--- config.mk ---
export PLATFORM = sky130hd
export DESIGN_NAME = inst_issue_queue
export DESIGN_NICKNAME = d
export VERILOG_FILES = /design/src/rtl/inst_issue_queue.sv
export SDC_FILE = /design/constraint.sdc
export NUM_CORES = 2
export LEC_CHECK = 0
export ABC_CLOCK_PERIOD_IN_PS = 10610
export BUFFER_PORTS_ARGS = -buffer_cell sky130_fd_sc_hd__buf_2
export CORE_MARGIN = 2
export CORE_UTILIZATION = 50
export DETAILED_ROUTE_END_ITERATION = 6
export MAX_ROUTING_LAYER = met4
export PLACE_DENSITY = 0.77
export SYNTH_ARGS = -nofsm -noshare
export SYNTH_HDL_FRONTEND = slang
export SYNTH_SLANG_ARGS = --single-unit
--- constraint.sdc ---
create_clock -name clk -period 10.61 [get_ports clk]
set_clock_uncertainty 0.2 [all_clocks]
set_input_delay 2.122 -clock clk [delete_from_list [all_inputs] [get_ports clk]]
set_output_delay 2.122 -clock clk [all_outputs]
set_load 0.01 [all_outputs]
--- src/rtl/inst_issue_queue.sv ---
// Circular instruction queue: 0/1/2 {inst,pc} pushes and 0/1/2 retires per cycle, head pair exposed.
// Outputs read combinationally from registered state (pushes visible next cycle); full stalls fetch.
module inst_issue_queue #(
    parameter int DEPTH  = 16,
    parameter int INST_W = 32,
    parameter int PC_W   = 32
) (
    input  logic                       clk,
    input  logic                       rst,
    input  logic                       flush,
    input  logic [1:0]                 push_valid,
    input  logic [INST_W-1:0]          push_inst1,
    input  logic [PC_W-1:0]            push_pc1,
    input  logic [INST_W-1:0]          push_inst2,
    input  logic [PC_W-1:0]            push_pc2,
    input  logic                       issue,
    input  logic                       issue_dual,
    output logic [INST_W-1:0]          out_inst1,
    output logic [PC_W-1:0]            out_pc1,
    output logic [INST_W-1:0]          out_inst2,
    output logic [PC_W-1:0]            out_pc2,
    output logic                       out_valid1,
    output logic                       out_valid2,
    output logic [$clog2(DEPTH):0]     count,
    output logic                       full,
    output logic                       err_overflow
);
    localparam int PTR_W = $clog2(DEPTH);
    localparam int CNT_W = PTR_W + 1;

    logic [INST_W-1:0] inst_mem [DEPTH];
    logic [PC_W-1:0]   pc_mem   [DEPTH];

    logic [PTR_W-1:0] head, tail;
    logic [PTR_W-1:0] head_p1, tail_p1;
    logic [1:0]       n_pop, n_push;
    logic             push_any, do_push;
    logic             wr0_en, wr1_en;
    logic [INST_W-1:0] wr0_inst;
    logic [PC_W-1:0]   wr0_pc;

    assign head_p1 = head + PTR_W'(1);
    assign tail_p1 = tail + PTR_W'(1);

    // Fewer than two free slots counts as full so a dual push can never overwrite.
    assign full       = (count > CNT_W'(DEPTH - 2));
    assign out_valid1 = (count != '0);
    assign out_valid2 = (count > CNT_W'(1));

    assign push_any = (push_valid != 2'b00);
    assign do_push  = push_any && !full && !flush;

    always_comb begin
        n_pop = 2'd0;
        if (issue && !flush && out_valid1) begin
            n_pop = (issue_dual && out_valid2) ? 2'd2 : 2'd1;
        end
    end

    always_comb begin
        n_push = 2'd0;
        if (do_push) begin
            n_push = (push_valid == 2'b11) ? 2'd2 : 2'd1;
        end
    end

    // A lone slot2 push is compacted into the tail entry.
    assign wr0_en   = do_push;
    assign wr1_en   = do_push && (push_valid == 2'b11);
    assign wr0_inst = push_valid[0] ? push_inst1 : push_inst2;
    assign wr0_pc   = push_valid[0] ? push_pc1   : push_pc2;

    always_ff @(posedge clk) begin
        if (!rst && wr0_en) begin
            inst_mem[tail] <= wr0_inst;
            pc_mem[tail]   <= wr0_pc;
        end
        if (!rst && wr1_en) begin
            inst_mem[tail_p1] <= push_inst2;
            pc_mem[tail_p1]   <= push_pc2;
        end
    end

    always_ff @(posedge clk) begin
        if (rst) begin
            head         <= '0;
            tail         <= '0;
            count        <= '0;
            err_overflow <= 1'b0;
        end else if (flush) begin
            head  <= '0;
            tail  <= '0;
            count <= '0;
        end else begin
            head  <= head + PTR_W'(n_pop);
            tail  <= tail + PTR_W'(n_push);
            count <= count + CNT_W'(n_push) - CNT_W'(n_pop);
            if (push_any && full) begin
                err_overflow <= 1'b1;
            end
        end
    end

    assign out_inst1 = out_valid1 ? inst_mem[head]    : '0;
    assign out_pc1   = out_valid1 ? pc_mem[head]      : '0;
    assign out_inst2 = out_valid2 ? inst_mem[head_p1] : '0;
    assign out_pc2   = out_valid2 ? pc_mem[head_p1]   : '0;

endmodule
## Word-level counts from Yosys, hierarchy flattened

Memories as Yosys holds them, arrays and structs flattened. A register that Yosys moved wholly into a read port is not among the register bits.
Cells that the tools add are included.
W data, S select, Z words.

- Input bits: 135
- Memories: 2
- Output and inout port bits: 137
- Register bits after elaboration: 14
- Memory bits (writable): 1024
- Logic and storage cells: 48

Memory list:

| name | depth | bits a word | rd ports | clocked after Yosys merged registers in | write ports | RTL line | text |
|---|---|---|---|---|---|---|---|
| inst_mem | 16 | 32 | 2 | 1 | 2 | 31 | `logic [INST_W-1:0] inst_mem [DEPTH];` |
| pc_mem | 16 | 32 | 2 | 1 | 2 | 32 | `logic [PC_W-1:0] pc_mem [DEPTH];` |

- Bitwise gates (word level): 1
- Order comparisons: 2
- Mux-type cells: 16
- Equality and inequality tests: 1
- Reductions and logical operators: 16
- Add/sub/neg operators: 6

Operators with widths:

| cell | count |
|---|---|
| $mux W32 | 6 |
| $logic_and A1 B1 Y1 | 9 |
| $add A4 B1 Y4 const B | 2 |
| $add A4 B2 Y4 | 2 |
| $mux W2 | 4 |
| $mux W4 | 2 |
| $add A5 B2 Y5 | 1 |
| $gt A5 B1 Y1 const B | 1 |
| $gt A5 B4 Y1 const B | 1 |
| $reduce_bool A5 Y1 | 1 |
| $sub A5 B2 Y5 | 1 |
| $mux W1 | 4 |
| $logic_not A1 Y1 | 3 |
| $eq A2 B2 Y1 const B | 1 |
| $reduce_and A2 Y1 | 1 |
| $reduce_bool A2 Y1 | 1 |
| $reduce_or A2 Y1 | 1 |
| $not A1 Y1 | 1 |

## Longest topological paths before layout

- Depth in word-level cells: 8
- Gate-level depth with buffers: 15
- Depth with buffers taken out: 14

## Worst setup path after synthesis

OpenSTA, ideal clock, no wires.

- Path kind: input port to flip-flop
- Start: in flush
- End: mem inst_mem[7][0], enable pin
- Stages on the path: 5
- Data required time: 9.836 ns
- Slack: 2.409 ns
- Library setup time: 0.574 ns
- Data arrival time: 7.426 ns
- Buffers on the path: 1
- Cell sequence: or2_4 -> buf_6 -> nor3_2 -> nand2_1 -> o21ai_0

RTL lines:

| what | RTL line | text |
|---|---|---|
| start, declared | 10 | `input logic flush,` |
| end, declared | 31 |  |

==> flow_summary.ini <==
[finish]
fin_nets = 3838
final_cell_mix = mux2_2 (1039), edfxtp_1 (1024), mux4_2 (576)
drive_above_1_share_pct = 57.3
layout_commonest_cell = mux2_2
syn2layout_area_growth_pct = 9.42
finalInstanceArea_mm2 = 0.0673
final_core_util_pct = 55.2

[timing]
slew_viol_final = 0
rsz0062_at_grt = false
timing.final.ws_setup_ns = 3.39
fmax_mhz = 139
min_period_ns = 7.22
relSlewSlack_pct = 6.48
tightest_slew_ns = 1.40
fin_crit_sh_pct = 68.0
setup_tns_ns = 0
finalSetupViolations = 0
hold_viol_final = 0

[run_status]
outcome = finished, final reports clean

[clocking]
cts_hold_buf = 0
clock_path_buffers = 3
cts_buffers = 110
cts.repair.resized = 0
cts_tree = built
clk_pin_slew_ns = 0.06
cts_sinks = 1038
htreeDepth = 3
post_cts_buffers = 0
clk_latency_ns = 0.71
cts_root_buffer = clkbuf_16

[synthesis]
synth-main-ff-cell = edfxtp_1
synthArstFlopShare_pct = 0
ys_seq_elements = 1038
yosysWarnings = 0
yosysTopAreaCellShare_pct = 50.0
ys_seq_area_share_pct = 50.5
yosysUniqueCellTypes = 54
synth_nets = 3813
syn-mean-instance-area_um2 = 16.8
syn-cell-area_mm2 = 0.0615
synth_cells = 3662
synthTopCellsByArea = edfxtp_1 (50%), mux4_2 (21%), mux2_2 (19%)
synth_top_cell_by_area = edfxtp_1
synth_edf_count = 1024

[place]
dp_hpwl_um = 103000
place_area_mm2 = 0.0638
routabilityCongestion = 0.832
place_ws_ns = 4.10
portBuffers = 271

[routing]
vias_per_cell = 7.05
wl_per_cell_um = 34.4
postRouteWirelength_um = 186000
vias = 38200
ant_nets = 0
initialDrtViolationCount = 5013
first_pass_iters = 5
drc_errors = 0

[grt]
grt_pass1_vias = 38800
grt_usage_pct = 30.4
grt_pass1_wl_um = 272000
overflow = 0
grt_max_degree = 131
antenna_found_initial = 17

[floorplan]
num_io_pins = 272
dieArea_mm2 = 0.126
core_area_mm2 = 0.122
initial_core_util_pct = 50.4
fp.dieH_um = 355
row_count = 128
fp.dieW_um = 355

[setup_path]
crit_chain = buf_12, buf_4, mux4_2, mux4_2, and2_1, buf_2
arrival_ns = 4.90
end_kind = primary output
cp_max_fo = 130
crit_slowest_cell = buf_4
critical_path.top_delay_family = buffers and inverters
crit_type = flip-flop to primary output
cp.required_ns = 8.29
max_stage_delay_ns = 0.92
critPathMostFrequentCell = mux4_2
start_kind = flip-flop
path_buf_inv = 3

[run]
cap_violations = 0

[pwr]
ir_drop_uv = 159
p_leak_nw = 21.2
p_total_mw = 10.3
power.density_mw_per_mm2 = 154

[hold_path]
min_path_type = flip-flop to flip-flop
==> cells by family (layout without fill, tap and decap cells) <==
family / Yosys count / after routing / synth area share (%)
other cells: 0 / 13 / 0
flops: 1038 / 1038 / 50.5
simple gates: 239 / 239 / 2.03
fa+ha+maj: 16 / 16 / 0.375
xor+xnor: 6 / 6 / 0.0855
compound gates: 248 / 248 / 2.52
buf+inv: 450 / 566 / 3.45
mux: 1665 / 1665 / 41.1
==> cell usage after synthesis, types with 3 or more instances <==
| master | number |
|---|---|
| buf_2 | 139 |
| and3_1 | 6 |
| nor2_1 | 15 |
| inv_1 | 14 |
| buf_4 | 38 |
| o21ai_1 | 5 |
| dfxtp_1 | 14 |
| edfxtp_1 | 1024 |
| fa_1 | 4 |
| buf_6 | 15 |
| nand3_1 | 17 |
| o21bai_1 | 3 |
| or3_1 | 3 |
| xnor2_1 | 4 |
| a22oi_1 | 19 |
| nand2_1 | 101 |
| nand2b_1 | 7 |
| clkbuf_1 | 230 |
| a41oi_1 | 45 |
| a21oi_1 | 9 |
| o21ai_0 | 139 |
| ha_1 | 12 |
| mux2_2 | 1039 |
| mux2_1 | 49 |
| buf_1 | 13 |
| and2_1 | 68 |
| a31oi_1 | 19 |
| mux4_2 | 576 |
==> registers in the layout, indices dropped and copies added, names as in the netlist <==
| register | cells |
|---|---|
| inst_mem | 512 |
| pc_mem | 512 |
| count | 5 |
| head | 4 |
| tail | 4 |
| err_overflow | 1 |
==> where the power goes <==
group          switching (mW)  internal [mW]  leakage [nW]
combinational            1.14          0.836          10.2
sequential             0.0310           4.58          9.34
clock                    1.66           2.10          1.67
total                    2.83           7.52          21.2
==> final timing paths <==
kind           startpoint          endpoint  slack [ns]  cells after the start
max               head[0]     out_inst1[31]        3.39                      6
min          err_overflow      err_overflow        0.35                      2
max reg2reg      count[4]  inst_mem[10][23]        5.94                      9
min reg2reg  err_overflow      err_overflow        0.35                      2
==> routing by layer <==
layer | GRT usage [%] | share of wire, % | vias up | wire (um)
li1 | - | - | 15200 | -
met1 | 39.6 | 37 | 20100 | 69200
met2 | 46.9 | 48 | 2464 | 88700
met3 | 6.52 | 11 | 456 | 20400
met4 | 11.6 | 4.2 | 0 | 7790
met5 | - | 0 | - | 0
==> tightest hold or removal path, cell delays in order, from the launching register on <==
cell and delay (ns):
dfxtp_1 0.37, a21oi_1 0.06, nor2_1 0.09
==> layout make-up <==
cell class / instances / area, um^2
fillers: 9410 / 54600
flip-flops and latches: 1038 / 31000
multi-input cells: 2174 / 28700
clock buffers: 147 / 2980
well taps: 1625 / 2030
repair buffers: 348 / 1970
clock inverters: 56 / 438
inverters: 15 / 62.6
diodes: 13 / 32.5
==> metrics by stage <==
stage               hold slack, ns  std cells
floorplan                    0.303       3662
global placement             0.300       5200
detailed placement           0.347       5200
CTS                          0.361       5403
global route                 0.390       5416
finish                       0.354       5416
Power figures use the tool's default switching activity.
